File: src/rtl/snitch_icache_pkg.sv
// Shared types for the instruction-cache tag controller: cache geometry,
// controller FSM states and a small index-width helper.
package snitch_icache_pkg;

   // Cache geometry. COUNT_ALIGN is the line-index width (log2 LINE_COUNT).
   typedef struct packed {
      int unsigned WAY_COUNT;
      int unsigned LINE_COUNT;
      int unsigned COUNT_ALIGN;
      int unsigned TAG_WIDTH;
   } config_t;

   localparam config_t DefaultCfg = '{
      WAY_COUNT:   4,
      LINE_COUNT:  8,
      COUNT_ALIGN: 3,
      TAG_WIDTH:   10
   };

   // Controller states: INIT clears the array after reset, FLUSH clears it on request.
   typedef enum logic [1:0] {
      StInit,
      StIdle,
      StFlush
   } ctrl_state_e;

   // Width of an index into n items, never below one bit.
   function automatic int unsigned idx_width(int unsigned n);
      return (n > 1) ? unsigned'($clog2(n)) : 1;
   endfunction

endpackage

File: src/rtl/snitch_icache_tag_cmp.sv
// Combinational tag compare across all ways of one line, plus one-hot hit-way
// and replacement-victim selection.
module snitch_icache_tag_cmp
   import snitch_icache_pkg::*;
#(
   parameter config_t CFG = DefaultCfg
) (
   input  logic [CFG.WAY_COUNT-1:0][CFG.TAG_WIDTH+1:0] rtag_i,
   input  logic [CFG.TAG_WIDTH-1:0]                    tag_i,
   input  logic [idx_width(CFG.WAY_COUNT)-1:0]         rr_i,
   output logic                                        hit_o,
   output logic [CFG.WAY_COUNT-1:0]                    way_o,
   output logic                                        error_o,
   output logic [CFG.WAY_COUNT-1:0]                    victim_o,
   output logic                                        all_valid_o
);

   localparam int unsigned WayCount = CFG.WAY_COUNT;
   localparam int unsigned TagWidth = CFG.TAG_WIDTH;

   typedef struct packed {
      logic                valid;
      logic                error;
      logic [TagWidth-1:0] tag;
   } tag_entry_t;

   tag_entry_t entry;
   logic       found_invalid;

   // Lowest-index match wins; victim is lowest invalid way, else the round-robin way.
   always_comb begin
      hit_o         = 1'b0;
      way_o         = '0;
      error_o       = 1'b0;
      victim_o      = '0;
      all_valid_o   = 1'b1;
      found_invalid = 1'b0;
      entry         = '0;
      for (int unsigned i = 0; i < WayCount; i++) begin
         entry = rtag_i[i];
         if (entry.valid && (entry.tag == tag_i) && !hit_o) begin
            hit_o    = 1'b1;
            way_o[i] = 1'b1;
            error_o  = entry.error;
         end
         if (!entry.valid) begin
            all_valid_o = 1'b0;
            if (!found_invalid) begin
               victim_o[i]   = 1'b1;
               found_invalid = 1'b1;
            end
         end
      end
      if (all_valid_o) begin
         victim_o = WayCount'(1) << rr_i;
      end
   end

endmodule

File: src/rtl/snitch_icache_tag_ctrl.sv
// Tag SRAM sequencer/arbiter: clears the array after reset and on flush, and
// shares the single SRAM port between refill writes and lookups. Lookup
// results appear one cycle after acceptance and are held while stalled.
module snitch_icache_tag_ctrl
   import snitch_icache_pkg::*;
#(
   parameter config_t CFG = DefaultCfg
) (
   input  logic                                        clk_i,
   input  logic                                        rst_ni,
   input  logic                                        flush_valid_i,
   output logic                                        flush_ready_o,
   input  logic                                        lookup_valid_i,
   output logic                                        lookup_ready_o,
   input  logic [CFG.COUNT_ALIGN-1:0]                  lookup_addr_i,
   input  logic [CFG.TAG_WIDTH-1:0]                    lookup_tag_i,
   output logic                                        rsp_valid_o,
   input  logic                                        rsp_ready_i,
   output logic                                        rsp_hit_o,
   output logic [CFG.WAY_COUNT-1:0]                    rsp_way_o,
   output logic                                        rsp_error_o,
   output logic [CFG.WAY_COUNT-1:0]                    rsp_victim_o,
   input  logic                                        write_valid_i,
   output logic                                        write_ready_o,
   input  logic [CFG.COUNT_ALIGN-1:0]                  write_addr_i,
   input  logic [CFG.WAY_COUNT-1:0]                    write_way_i,
   input  logic [CFG.TAG_WIDTH-1:0]                    write_tag_i,
   input  logic                                        write_error_i,
   output logic [CFG.WAY_COUNT-1:0]                    ram_enable_o,
   output logic                                        ram_write_o,
   output logic [CFG.COUNT_ALIGN-1:0]                  ram_addr_o,
   output logic [CFG.TAG_WIDTH+1:0]                    ram_wtag_o,
   input  logic [CFG.WAY_COUNT-1:0][CFG.TAG_WIDTH+1:0] ram_rtag_i
);

   localparam int unsigned WayCount   = CFG.WAY_COUNT;
   localparam int unsigned LineCount  = CFG.LINE_COUNT;
   localparam int unsigned CountAlign = CFG.COUNT_ALIGN;
   localparam int unsigned TagWidth   = CFG.TAG_WIDTH;
   localparam int unsigned RrWidth    = idx_width(WayCount);

   localparam logic [CountAlign-1:0] LastLine = CountAlign'(LineCount - 1);
   localparam logic [RrWidth-1:0]    LastWay  = RrWidth'(WayCount - 1);

   ctrl_state_e           state_q, state_d;
   logic [CountAlign-1:0] cnt_q, cnt_d;
   logic [RrWidth-1:0]    rr_q, rr_d;
   logic                  rd_pending_q, rd_pending_d;
   logic [TagWidth-1:0]   tag_q, tag_d;

   logic                  hold_valid_q, hold_valid_d;
   logic                  hold_hit_q, hold_hit_d;
   logic                  hold_error_q, hold_error_d;
   logic                  hold_all_valid_q, hold_all_valid_d;
   logic [WayCount-1:0]   hold_way_q, hold_way_d;
   logic [WayCount-1:0]   hold_victim_q, hold_victim_d;

   logic                  cmp_hit, cmp_error, cmp_all_valid;
   logic [WayCount-1:0]   cmp_way, cmp_victim;

   logic                  idle, lookup_hs, write_hs, flush_go, rsp_hs, rsp_all_valid;

   snitch_icache_tag_cmp #(
      .CFG (CFG)
   ) i_tag_cmp (
      .rtag_i      (ram_rtag_i),
      .tag_i       (tag_q),
      .rr_i        (rr_q),
      .hit_o       (cmp_hit),
      .way_o       (cmp_way),
      .error_o     (cmp_error),
      .victim_o    (cmp_victim),
      .all_valid_o (cmp_all_valid)
   );

   // Response mux: live compare in the cycle after acceptance, hold register when stalled.
   always_comb begin
      rsp_valid_o   = rd_pending_q | hold_valid_q;
      rsp_hit_o     = 1'b0;
      rsp_way_o     = '0;
      rsp_error_o   = 1'b0;
      rsp_victim_o  = '0;
      rsp_all_valid = 1'b0;
      if (rd_pending_q) begin
         rsp_hit_o     = cmp_hit;
         rsp_way_o     = cmp_way;
         rsp_error_o   = cmp_error;
         rsp_victim_o  = cmp_victim;
         rsp_all_valid = cmp_all_valid;
      end else if (hold_valid_q) begin
         rsp_hit_o     = hold_hit_q;
         rsp_way_o     = hold_way_q;
         rsp_error_o   = hold_error_q;
         rsp_victim_o  = hold_victim_q;
         rsp_all_valid = hold_all_valid_q;
      end
   end

   // Port arbitration: flush beats write beats lookup, but a flush never
   // overlaps an outstanding or freshly accepted lookup.
   always_comb begin
      idle           = (state_q == StIdle);
      rsp_hs         = rsp_valid_o & rsp_ready_i;
      lookup_ready_o = idle & ~write_valid_i & (~rsp_valid_o | rsp_ready_i);
      lookup_hs      = lookup_valid_i & lookup_ready_o;
      flush_go       = idle & flush_valid_i & ~rsp_valid_o & ~lookup_hs;
      write_ready_o  = idle & ~flush_go;
      write_hs       = write_valid_i & write_ready_o;
   end

   // FSM next state and sweep counter.
   always_comb begin
      state_d       = state_q;
      cnt_d         = cnt_q;
      flush_ready_o = 1'b0;
      unique case (state_q)
         StInit, StFlush: begin
            if (cnt_q == LastLine) begin
               state_d       = StIdle;
               cnt_d         = '0;
               flush_ready_o = (state_q == StFlush);
            end else begin
               cnt_d = cnt_q + CountAlign'(1);
            end
         end
         StIdle: begin
            if (flush_go) begin
               state_d = StFlush;
            end
         end
         default: state_d = StInit;
      endcase
   end

   // SRAM request generation.
   always_comb begin
      ram_enable_o = '0;
      ram_write_o  = 1'b0;
      ram_addr_o   = '0;
      ram_wtag_o   = '0;
      unique case (state_q)
         StInit, StFlush: begin
            ram_enable_o = '1;
            ram_write_o  = 1'b1;
            ram_addr_o   = cnt_q;
         end
         StIdle: begin
            if (write_hs) begin
               ram_enable_o = write_way_i;
               ram_write_o  = 1'b1;
               ram_addr_o   = write_addr_i;
               ram_wtag_o   = {1'b1, write_error_i, write_tag_i};
            end else if (lookup_hs) begin
               ram_enable_o = '1;
               ram_addr_o   = lookup_addr_i;
            end
         end
         default: ;
      endcase
   end

   // Lookup pipeline, hold register and round-robin victim pointer.
   always_comb begin
      rd_pending_d     = lookup_hs;
      tag_d            = lookup_hs ? lookup_tag_i : tag_q;
      hold_valid_d     = hold_valid_q;
      hold_hit_d       = hold_hit_q;
      hold_error_d     = hold_error_q;
      hold_all_valid_d = hold_all_valid_q;
      hold_way_d       = hold_way_q;
      hold_victim_d    = hold_victim_q;
      rr_d             = rr_q;
      if (rd_pending_q && !rsp_ready_i) begin
         hold_valid_d     = 1'b1;
         hold_hit_d       = cmp_hit;
         hold_error_d     = cmp_error;
         hold_all_valid_d = cmp_all_valid;
         hold_way_d       = cmp_way;
         hold_victim_d    = cmp_victim;
      end else if (hold_valid_q && rsp_ready_i) begin
         hold_valid_d = 1'b0;
      end
      // Only a consumed miss on a full line actually evicts the rr way.
      if (rsp_hs && !rsp_hit_o && rsp_all_valid) begin
         rr_d = (rr_q == LastWay) ? '0 : rr_q + RrWidth'(1);
      end
   end

   // State registers.
   always_ff @(posedge clk_i or negedge rst_ni) begin
      if (!rst_ni) begin
         state_q          <= StInit;
         cnt_q            <= '0;
         rr_q             <= '0;
         rd_pending_q     <= 1'b0;
         tag_q            <= '0;
         hold_valid_q     <= 1'b0;
         hold_hit_q       <= 1'b0;
         hold_error_q     <= 1'b0;
         hold_all_valid_q <= 1'b0;
         hold_way_q       <= '0;
         hold_victim_q    <= '0;
      end else begin
         state_q          <= state_d;
         cnt_q            <= cnt_d;
         rr_q             <= rr_d;
         rd_pending_q     <= rd_pending_d;
         tag_q            <= tag_d;
         hold_valid_q     <= hold_valid_d;
         hold_hit_q       <= hold_hit_d;
         hold_error_q     <= hold_error_d;
         hold_all_valid_q <= hold_all_valid_d;
         hold_way_q       <= hold_way_d;
         hold_victim_q    <= hold_victim_d;
      end
   end

endmodule

File: config.mk
export PLATFORM = sky130hd
export DESIGN_NAME = snitch_icache_tag_ctrl
export DESIGN_NICKNAME = d
export VERILOG_FILES = /design/src/rtl/snitch_icache_pkg.sv /design/src/rtl/snitch_icache_tag_cmp.sv /design/src/rtl/snitch_icache_tag_ctrl.sv
export SDC_FILE = /design/constraint.sdc
export NUM_CORES = 1
export LEC_CHECK = 0
export ABC_AREA = 1
export ABC_CLOCK_PERIOD_IN_PS = 4800
export CAP_MARGIN = 10
export CORE_MARGIN = 5
export CORE_UTILIZATION = 47
export DETAILED_ROUTE_END_ITERATION = 10
export MAX_ROUTING_LAYER = met4
export PLACE_DENSITY = 0.95
export REMOVE_ABC_BUFFERS = 1
export SLEW_MARGIN = 10
export SYNTH_ARGS = -nofsm -noshare
export SYNTH_HDL_FRONTEND = slang
export SYNTH_SLANG_ARGS = --single-unit
File: constraint.sdc
create_clock -name clk_i -period 4.8 [get_ports clk_i]
set_input_delay 0.96 -clock clk_i [delete_from_list [all_inputs] [get_ports clk_i]]
set_output_delay 0.96 -clock clk_i [all_outputs]
set_load 0.02 [all_outputs]
==> results.yml, run 1 <==
logic_synthesis:
  ys_warn_count: 0
  async_flop_share_pct: 100
  synth_flop_cell: "dfrtp_1"
  synthSimpleGateAreaFrac_pct: 45.9
  synth.area.mux_share_pct: 0
  synth-compound-area-share_pct: 8.24
  ys_top_cells_by_area: "dfrtp_1 (27%), nand2_1 (24%), inv_1 (11%)"
  yosysTopAreaCellShare_pct: 27.0
  synth_cell_types: 33
  synth_top_area_cell: "dfrtp_1"
  syn_avg_cell_area_um2: 5.95
  netlist_area_um2: 2780
  synth_xor_area_share_pct: 2.21
  synth_top_family_by_area: "simple AND/OR/NAND/NOR gates"
  synthAdderAreaFrac_pct: 2.70
  synth-seq-cells: 30
  synth_cells: 467
  synth-edff-count: 0
  synth-seq-area-share_pct: 27.0
sta:
  tns_ns: 0
  fmax_mhz: 234
  hold_violations: 0
  fin_crit_sh_pct: 88.9
  holdWs_ns: 0.487
  worst_pin_slew_ns: 0.679
  maxSlewHeadroom_pct: 54.6
  finalSetupViolCount: 0
  finalClockSkew_ns: 0.00332
  rsz0062_at_grt: "false"
  worst_slack_ns: 0.531
  slew_violations: 0
  final.min_clock_period_ns: 4.27
global_routing:
  grt_pass1_vias: 3449
  grt_usage_pct: 26.7
  grt_max_degree: 31
  grt_pass1_wl_um: 15500
  antenna_found_initial: 0
  grt.overflow.total: 0
die:
  dieArea_um2: 7550
  rows: 28
  die_width_um: 86.9
  io_pins: 119
  coreArea_um2: 5850
  start_util_pct: 47.5
  dieHeight_um: 86.9
clocking:
  htree_levels: 2
  post_cts_buffers: 0
  cts_sinks: 30
  post_cts_resized: 0
  ctsRootBufferMaster: "clkbuf_8"
  cts_buffers: 5
  clock_latency_ns: 0.28
  hold_buffers: 0
  cts_buffer_depth: 2
  cts.clk_slew.worst_paths_ns: 0.07
  cts_tree: "yes"
worst_setup_path:
  path_cells: "clkdlybuf4s50_1 > nand2_1 > nor2_1 > nand3b_1 > nor2_1 > nand3_1 > nand3_1 > nand3_1 > nand2_1 > nand2_1 > nand2_1 > clkdlybuf4s50_1"
  worstPathArrival_ns: 3.31
  crit_path_end_kind: "primary output"
  cp.required_ns: 3.84
  path_max_fanout: 4
  crit_type: "in2out"
  path_depth: 12
  reg2reg_depth: 7
  critical_path.top_delay_family: "buffers and inverters"
  slowest_delay_ns: 0.60
  cpMostUsedCell: "nand2_1"
  path_buf_inv: 2
  cp-start-kind: "primary input"
  cp_slowest_cell: "clkdlybuf4s50_1"
power:
  p_leak_uw: 0.00209
  ir_drop_mv: 0.324
  powerDensity_nw_per_um2: 406
detailed_routing:
  first_pass_iters: 7
  viasPerCell: 5.21
  ant_nets: 0
  route.detailed.drc: 0
  vias: 3451
  first_iter_violations: 297
  finalWirelength_um: 9410
  wire_per_inst_um: 14.2
run_status:
  outcome: "finished clean"
placement:
  routabilityCongestion: 1.01
  dpl.hpwl_um: 7740
  io_buffer_count: 118
  pre_cts_slack_ns: 0.597
job:
  cap_violations: 0
min_path:
  min_path_type: "reg2reg"
  hold_depth: 2
layout:
  mostFrequentLayoutCell: "nand2_1"
  synthToLayoutAreaGrowth_pct: 49.4
  final_nets: 677
  n_antenna_cell: 0
  final_cell_mix: "nand2_1 (181), clkdlybuf4s50_1 (118), inv_1 (80), nor2_1 (41), o21ai_0 (31)"
  drive_gt1_share_pct: 6.47
## worst reg2reg max path, stage by stage (launching register included)
cell	delay, ns
dfrtp_1	0.53
nand2_1	0.23
nor3_2	0.28
nand2_2	0.11
inv_1	0.23
buf_4	0.24
nand2_1	0.07
o21ai_0	0.12
## final timing paths
path	startpoint	to	slack [ns]
max	ram_rtag_i[35]	rsp_error_o	0.53
min	hold_error_q	hold_error_q	0.49
max reg2reg	state_q[0]	tag_q[3]	2.88
min reg2reg	hold_error_q	hold_error_q	0.49
max in group asynchronous	rst_ni	hold_victim_q[1]	3.46
min in group asynchronous	rst_ni	tag_q[6]	1.07
## synth_stat cells, types with 5 or more instances
cell type    n
nor2_4      10
dfrtp_1     30
ha_1         6
a21oi_1      6
nand2_1    181
o21ai_0     31
inv_2        5
nand4_1     14
inv_1       80
nand3_1     22
nor2_1      41
## layout make-up
cell class	count	area, um2
fill	453	1700
multi-input combinational	342	1640
timing repair buffer	120	1200
clock inverter	2	60.1
sequential	30	751
tap	75	93.8
inverter	87	330
clock buffer	6	82.6
## where the power goes
part | internal (uW) | leakage [uW] | switching [uW]
combinational | 369 | 0.00163 | 536
sequential | 341 | 0.000385 | 121
clock | 221 | 0.0000714 | 97.0
## logic make-up after synthesis
logic type / Yosys count
adder cells (fa/ha/maj): 6
flip-flops: 30
AO/OA/AOI/OAI: 43
AND/OR/NAND/NOR: 286
XOR/XNOR: 7
buffers and inverters: 95
## through the flow
stage               total power (uW)  cells  utilization, %  area (um2)
global route                    1820    662            71.0        4150
global placement                1310    654            68.6        4010
CTS                             1680    662            71.0        4150
finish                          1690    662            71.0        4150
detailed placement              1350    654            68.6        4010
floorplan                        993    459               -        2720
## registers in the layout, indices dropped and copies added, names as in the netlist
name	flops
cnt_q	3
hold_hit_q	1
hold_valid_q	1
hold_all_valid_q	1
hold_victim_q	4
tag_q	10
hold_way_q	4
state_q	2
rr_q	2
rd_pending_q	1
hold_error_q	1
## per-layer routing
metal | global-route usage, % | up-vias | share of wire, %
met5 | - | - | 0
met4 | 9.63 | 0 | 3.2
met3 | 4.16 | 33 | 9.5
met2 | 45.5 | 200 | 48
met1 | 31.8 | 1555 | 39
li1 | - | 1663 | -
No activity file was read; power rests on OpenSTA's default activity.
==> run 2: changes to the inputs <==
--- a/config.mk
+++ b/config.mk
@@ -9,8 +9,10 @@
 export ABC_CLOCK_PERIOD_IN_PS = 4800
 export CAP_MARGIN = 10
 export CORE_MARGIN = 5
-export CORE_UTILIZATION = 47
+export CORE_UTILIZATION = 48
+export CTS_BUF_LIST = sky130_fd_sc_hd__clkbuf_4 sky130_fd_sc_hd__clkbuf_8
 export DETAILED_ROUTE_END_ITERATION = 10
+export HOLD_SLACK_MARGIN = 0.1
 export MAX_ROUTING_LAYER = met4
 export PLACE_DENSITY = 0.95
 export REMOVE_ABC_BUFFERS = 1
==> results.yml, run 2 (same netlist as run 1, synthesis figures left out) <==
clocking:
  cts.clk_slew.worst_paths_ns: 0.07
  cts_sinks: 30
  ctsRootBufferMaster: "clkbuf_8"
  hold_buffers: 0
  htree_levels: 2
  clock_latency_ns: 0.28
  post_cts_buffers: 0
  cts_buffers: 5
  cts_tree: "yes"
  post_cts_resized: 0
  cts_buffer_depth: 2
die:
  die_width_um: 86.1
  coreArea_um2: 5570
  dieHeight_um: 86.1
  dieArea_um2: 7410
  rows: 27
  io_pins: 119
  start_util_pct: 49.9
layout:
  final_nets: 677
  regMostFlops: "tag_q"
  reg_top3: "tag_q: 10 flops, hold_victim_q: 4 flops, hold_way_q: 4 flops"
  final_cell_area_um2: 4100
  drive_gt1_share_pct: 6.47
  fillers: 449
  largest_reg_flops: 10
  final_cell_mix: "nand2_1 (181), clkdlybuf4s50_1 (118), inv_1 (80), nor2_1 (41), o21ai_0 (31)"
  mostFrequentLayoutCell: "nand2_1"
  synthToLayoutAreaGrowth_pct: 47.6
  n_antenna_cell: 0
job:
  cap_violations: 0
worst_setup_path:
  crit_path_end_kind: "primary output"
  cp_slowest_cell: "clkdlybuf4s50_1"
  reg2reg_to: "hold_error_q"
  worstPathArrival_ns: 3.27
  path_max_fanout: 13
  crit_end: "ram_addr_o[0]"
  crit_type: "in2out"
  critical_path.top_delay_family: "buffers and inverters"
  cp.required_ns: 3.84
  slowest_delay_ns: 0.61
  path_buf_inv: 6
  path_depth: 14
  path_cells: "clkdlybuf4s50_1 > inv_1 > nand2_2 > inv_2 > nor3_2 > nand2_2 > nand3_2 > inv_2 > nor2_4 > nand2_4 > clkinv_2 > nand2_1 > nand3b_1 > clkdlybuf4s50_1"
  rr_startpoint: "tag_q[4]"
  cp-start-kind: "primary input"
  r2r_slack_ns: 2.83
  startpoint: "rsp_ready_i"
  reg2reg_depth: 12
power:
  p_sw_share_pct: 48.2
  seqPwrFrac_pct: 29.1
  p_sw_uw: 768
  powerDensity_nw_per_um2: 388
  ir_drop_mv: 0.330
  intPower_uw: 825
  p_leak_uw: 0.00206
  clockPowerShare_pct: 13.5
  comb_power_share_pct: 57.4
sta:
  fin_crit_sh_pct: 88.2
  final.min_clock_period_ns: 4.23
  hold_violations: 0
  worst_pin_slew_ns: 0.668
  slew_violations: 0
  finalClockSkew_ns: 0.00632
  fmax_mhz: 236
  tns_ns: 0
  finalSetupViolCount: 0
  maxSlewHeadroom_pct: 55.3
  rsz0062_at_grt: "false"
global_routing:
  grt.overflow.total: 0
  grt_pass1_vias: 3494
  grt_max_degree: 31
  grt_pass1_wl_um: 15700
  grt_usage_pct: 27.4
  antenna_found_initial: 0
detailed_routing:
  route.detailed.drc: 0
  first_pass_iters: 6
  vias: 3401
  wire_per_inst_um: 14.5
  finalWirelength_um: 9580
  viasPerCell: 5.16
  ant_nets: 0
  first_iter_violations: 227
placement:
  place_area_um2: 4010
  io_buffer_count: 118
  routabilityCongestion: 0.980
  dpl.hpwl_um: 8000
run_status:
  outcome: "finished clean"
min_path:
  hold_depth: 2
  min_path_type: "reg2reg"
## run 2: how the worst min path moves through the flow
stage | endpoint | from | slack, ns
after CTS | hold_error_q | hold_error_q | 0.49
after global routing | hold_way_q[3] | hold_way_q[3] | 0.52
after detailed placement | hold_error_q | hold_error_q | 0.47
after global placement | hold_error_q | hold_error_q | 0.46
after floorplan | hold_error_q | hold_error_q | 0.45
final | hold_way_q[0] | hold_way_q[0] | 0.49
## run 2: through the flow
step	setup WS, ns	utilization (%)	power [uW]	hold WS [ns]	std cells
after detailed placement	0.575	71.9	1360	0.471	651
after floorplan	1.34	-	993	0.449	459
after CTS	0.567	73.6	1580	0.489	659
final	0.565	73.6	1590	0.489	659
after global routing	0.385	73.6	1720	0.516	659
after global placement	0.636	71.9	1330	0.465	651
## run 2: worst min-delay path, cell delays in order, from the launching register on
cell and delay, ns:
dfrtp_1 0.34, nand2_1 0.05, o21ai_0 0.06
## run 2: layout make-up
cell class / instances / area [um2] / area share [%]
timing repair buffer: 120 / 1200 / 29.2
inverter: 87 / 330 / 8.05
clock buffer: 6 / 82.6 / 2.01
clock inverter: 2 / 12.5 / 0.305
multi-input combinational: 342 / 1640 / 40.0
sequential: 30 / 751 / 18.3
tap: 72 / 90.1 / 2.20
## run 2: power groups by stage
stage	combinational (uW)	sequential, uW	clock [uW]
after floorplan	573	420	0
after global placement	876	459	0
after detailed placement	898	463	0
after CTS	906	459	217
after global routing	1010	477	231
final	914	464	216
## run 2: routing by layer
layer | routed length (um) | track usage (%) | up-vias
li1 | - | - | 1669
met1 | 3910 | 32.6 | 1541
met2 | 4810 | 48.4 | 167
met3 | 719 | 4.23 | 24
met4 | 144 | 6.47 | 0
met5 | 0 | - | -
==> run 3: changes to the inputs <==
--- a/config.mk
+++ b/config.mk
@@ -8,7 +8,6 @@
 export ABC_AREA = 1
 export ABC_CLOCK_PERIOD_IN_PS = 4800
 export CAP_MARGIN = 10
-export CORE_MARGIN = 5
 export CORE_UTILIZATION = 48
 export CTS_BUF_LIST = sky130_fd_sc_hd__clkbuf_4 sky130_fd_sc_hd__clkbuf_8
 export DETAILED_ROUTE_END_ITERATION = 10
@@ -16,6 +15,7 @@
 export MAX_ROUTING_LAYER = met4
 export PLACE_DENSITY = 0.95
 export REMOVE_ABC_BUFFERS = 1
+export SKIP_LAST_GASP = 1
 export SLEW_MARGIN = 10
 export SYNTH_ARGS = -nofsm -noshare
 export SYNTH_HDL_FRONTEND = slang
==> results.yml, run 3 (same netlist as run 1, synthesis figures left out) <==
run_status:
  outcome: "finished clean"
clocking:
  cts.clk_slew.worst_paths_ns: 0.07
  cts_buffers: 5
  clock_latency_ns: 0.28
  cts_tree: "yes"
  post_cts_buffers: 0
  cts_buffer_depth: 2
  hold_buffers: 0
  post_cts_resized: 0
  htree_levels: 2
  cts_sinks: 30
  ctsRootBufferMaster: "clkbuf_8"
global_routing:
  antenna_found_initial: 0
  grt_pass1_wl_um: 14600
  grt.overflow.total: 0
  grt_max_degree: 31
  grt_usage_pct: 31.4
  grt_pass1_vias: 3407
placement:
  pre_cts_slack_ns: 0.574
  place_area_um2: 4010
  io_buffer_count: 118
  routabilityCongestion: 0.990
  dpl.hpwl_um: 7430
job:
  cap_violations: 0
worst_setup_path:
  crit_type: "in2out"
  critical_path.top_delay_family: "simple AND/OR/NAND/NOR gates"
  path_cells: "clkdlybuf4s50_1 > inv_1 > nand2_1 > nand2_1 > nor2_1 > nand3_1 > nor2_1 > nand3_1 > nand3_1 > nand3_1 > nand2_1 > nand2_1 > nand2_1 > clkdlybuf4s50_1"
  path_buf_inv: 3
  slowest_delay_ns: 0.59
  cp-start-kind: "primary input"
  cp.required_ns: 3.84
  cp_slowest_cell: "clkdlybuf4s50_1"
  path_max_fanout: 3
  cpMostUsedCell: "nand2_1"
  crit_path_end_kind: "primary output"
  worstPathArrival_ns: 3.36
sta:
  maxSlewHeadroom_pct: 53.9
  fmax_mhz: 232
  holdWs_ns: 0.491
  fin_crit_sh_pct: 90.0
  tns_ns: 0
  rsz0062_at_grt: "false"
  worst_pin_slew_ns: 0.689
  worst_slack_ns: 0.481
  finalSetupViolCount: 0
  hold_violations: 0
  slew_violations: 0
  final.min_clock_period_ns: 4.32
  finalClockSkew_ns: 0.00819
detailed_routing:
  first_iter_violations: 190
  wire_per_inst_um: 13.6
  ant_nets: 0
  finalWirelength_um: 8930
  first_pass_iters: 5
  vias: 3363
  route.detailed.drc: 0
  viasPerCell: 5.10
die:
  coreArea_um2: 5540
  rows: 27
  dieHeight_um: 78.1
  start_util_pct: 50.2
  io_pins: 119
  dieArea_um2: 6100
  die_width_um: 78.1
power:
  p_leak_uw: 0.00206
  powerDensity_nw_per_um2: 387
  ir_drop_mv: 0.326
layout:
  n_antenna_cell: 0
  final_nets: 677
  largest_reg_flops: 10
  regMostFlops: "tag_q"
  final_cell_area_um2: 4100
  mostFrequentLayoutCell: "nand2_1"
  final_core_util_pct: 74.1
  fillers: 452
  synthToLayoutAreaGrowth_pct: 47.6
  reg_top3: "tag_q: 10 flops, hold_victim_q: 4 flops, hold_way_q: 4 flops"
  drive_gt1_share_pct: 6.47
  final_cell_mix: "nand2_1 (181), clkdlybuf4s50_1 (118), inv_1 (80), nor2_1 (41), o21ai_0 (31)"
min_path:
  min_path_type: "reg2reg"
run 3: through the flow:
stage          std cells  power, uW
3_3_place_gp         651       1330
3_5_place_dp         651       1350
6_report             659       1590
2_1_floorplan        459        993
4_1_cts              659       1580
5_1_grt              659       1710
run 3: worst paths after layout:
| check | from | to | slack (ns) | cells after the start |
|---|---|---|---|---|
| setup / recovery | ram_rtag_i[26] | rsp_error_o | 0.48 | 14 |
| hold / removal | hold_way_q[3] | hold_way_q[3] | 0.49 | 2 |
| setup reg to reg | tag_q[3] | hold_error_q | 2.76 | 12 |
| hold reg to reg | hold_way_q[3] | hold_way_q[3] | 0.49 | 2 |
| max in group asynchronous | rst_ni | hold_victim_q[0] | 3.44 | 2 |
| min in group asynchronous | rst_ni | tag_q[6] | 1.07 | 2 |
run 3: power breakdown:
| group | internal (uW) | switching [uW] | leakage [uW] |
|---|---|---|---|
| logic | 368 | 538 | 0.00163 |
| clock network | 115 | 98.3 | 0.0000472 |
| registers | 341 | 125 | 0.000385 |
run 3: layout make-up:
| cell class | instances | area [um2] | area share [%] |
|---|---|---|---|
| sequential | 30 | 751 | 18.3 |
| multi-input combinational | 342 | 1640 | 40.0 |
| tap | 72 | 90.1 | 2.20 |
| clock buffer | 6 | 82.6 | 2.01 |
| inverter | 87 | 330 | 8.05 |
| clock inverter | 2 | 12.5 | 0.305 |
| timing repair buffer | 120 | 1200 | 29.2 |
run 3: layer usage:
| metal | up-vias | GRT usage (%) | share of wire (%) |
|---|---|---|---|
| met3 | 24 | 4.19 | 5.7 |
| met4 | 0 | 12.6 | 3.0 |
| met2 | 137 | 56.6 | 50 |
| met5 | - | - | 0 |
| met1 | 1532 | 35.0 | 41 |
| li1 | 1670 | - | - |
run 3: worst min-delay path, cell delays in order, from the launching register on:
cell and delay, ns:
dfrtp_1 0.34, nand2_1 0.05, o21ai_0 0.06
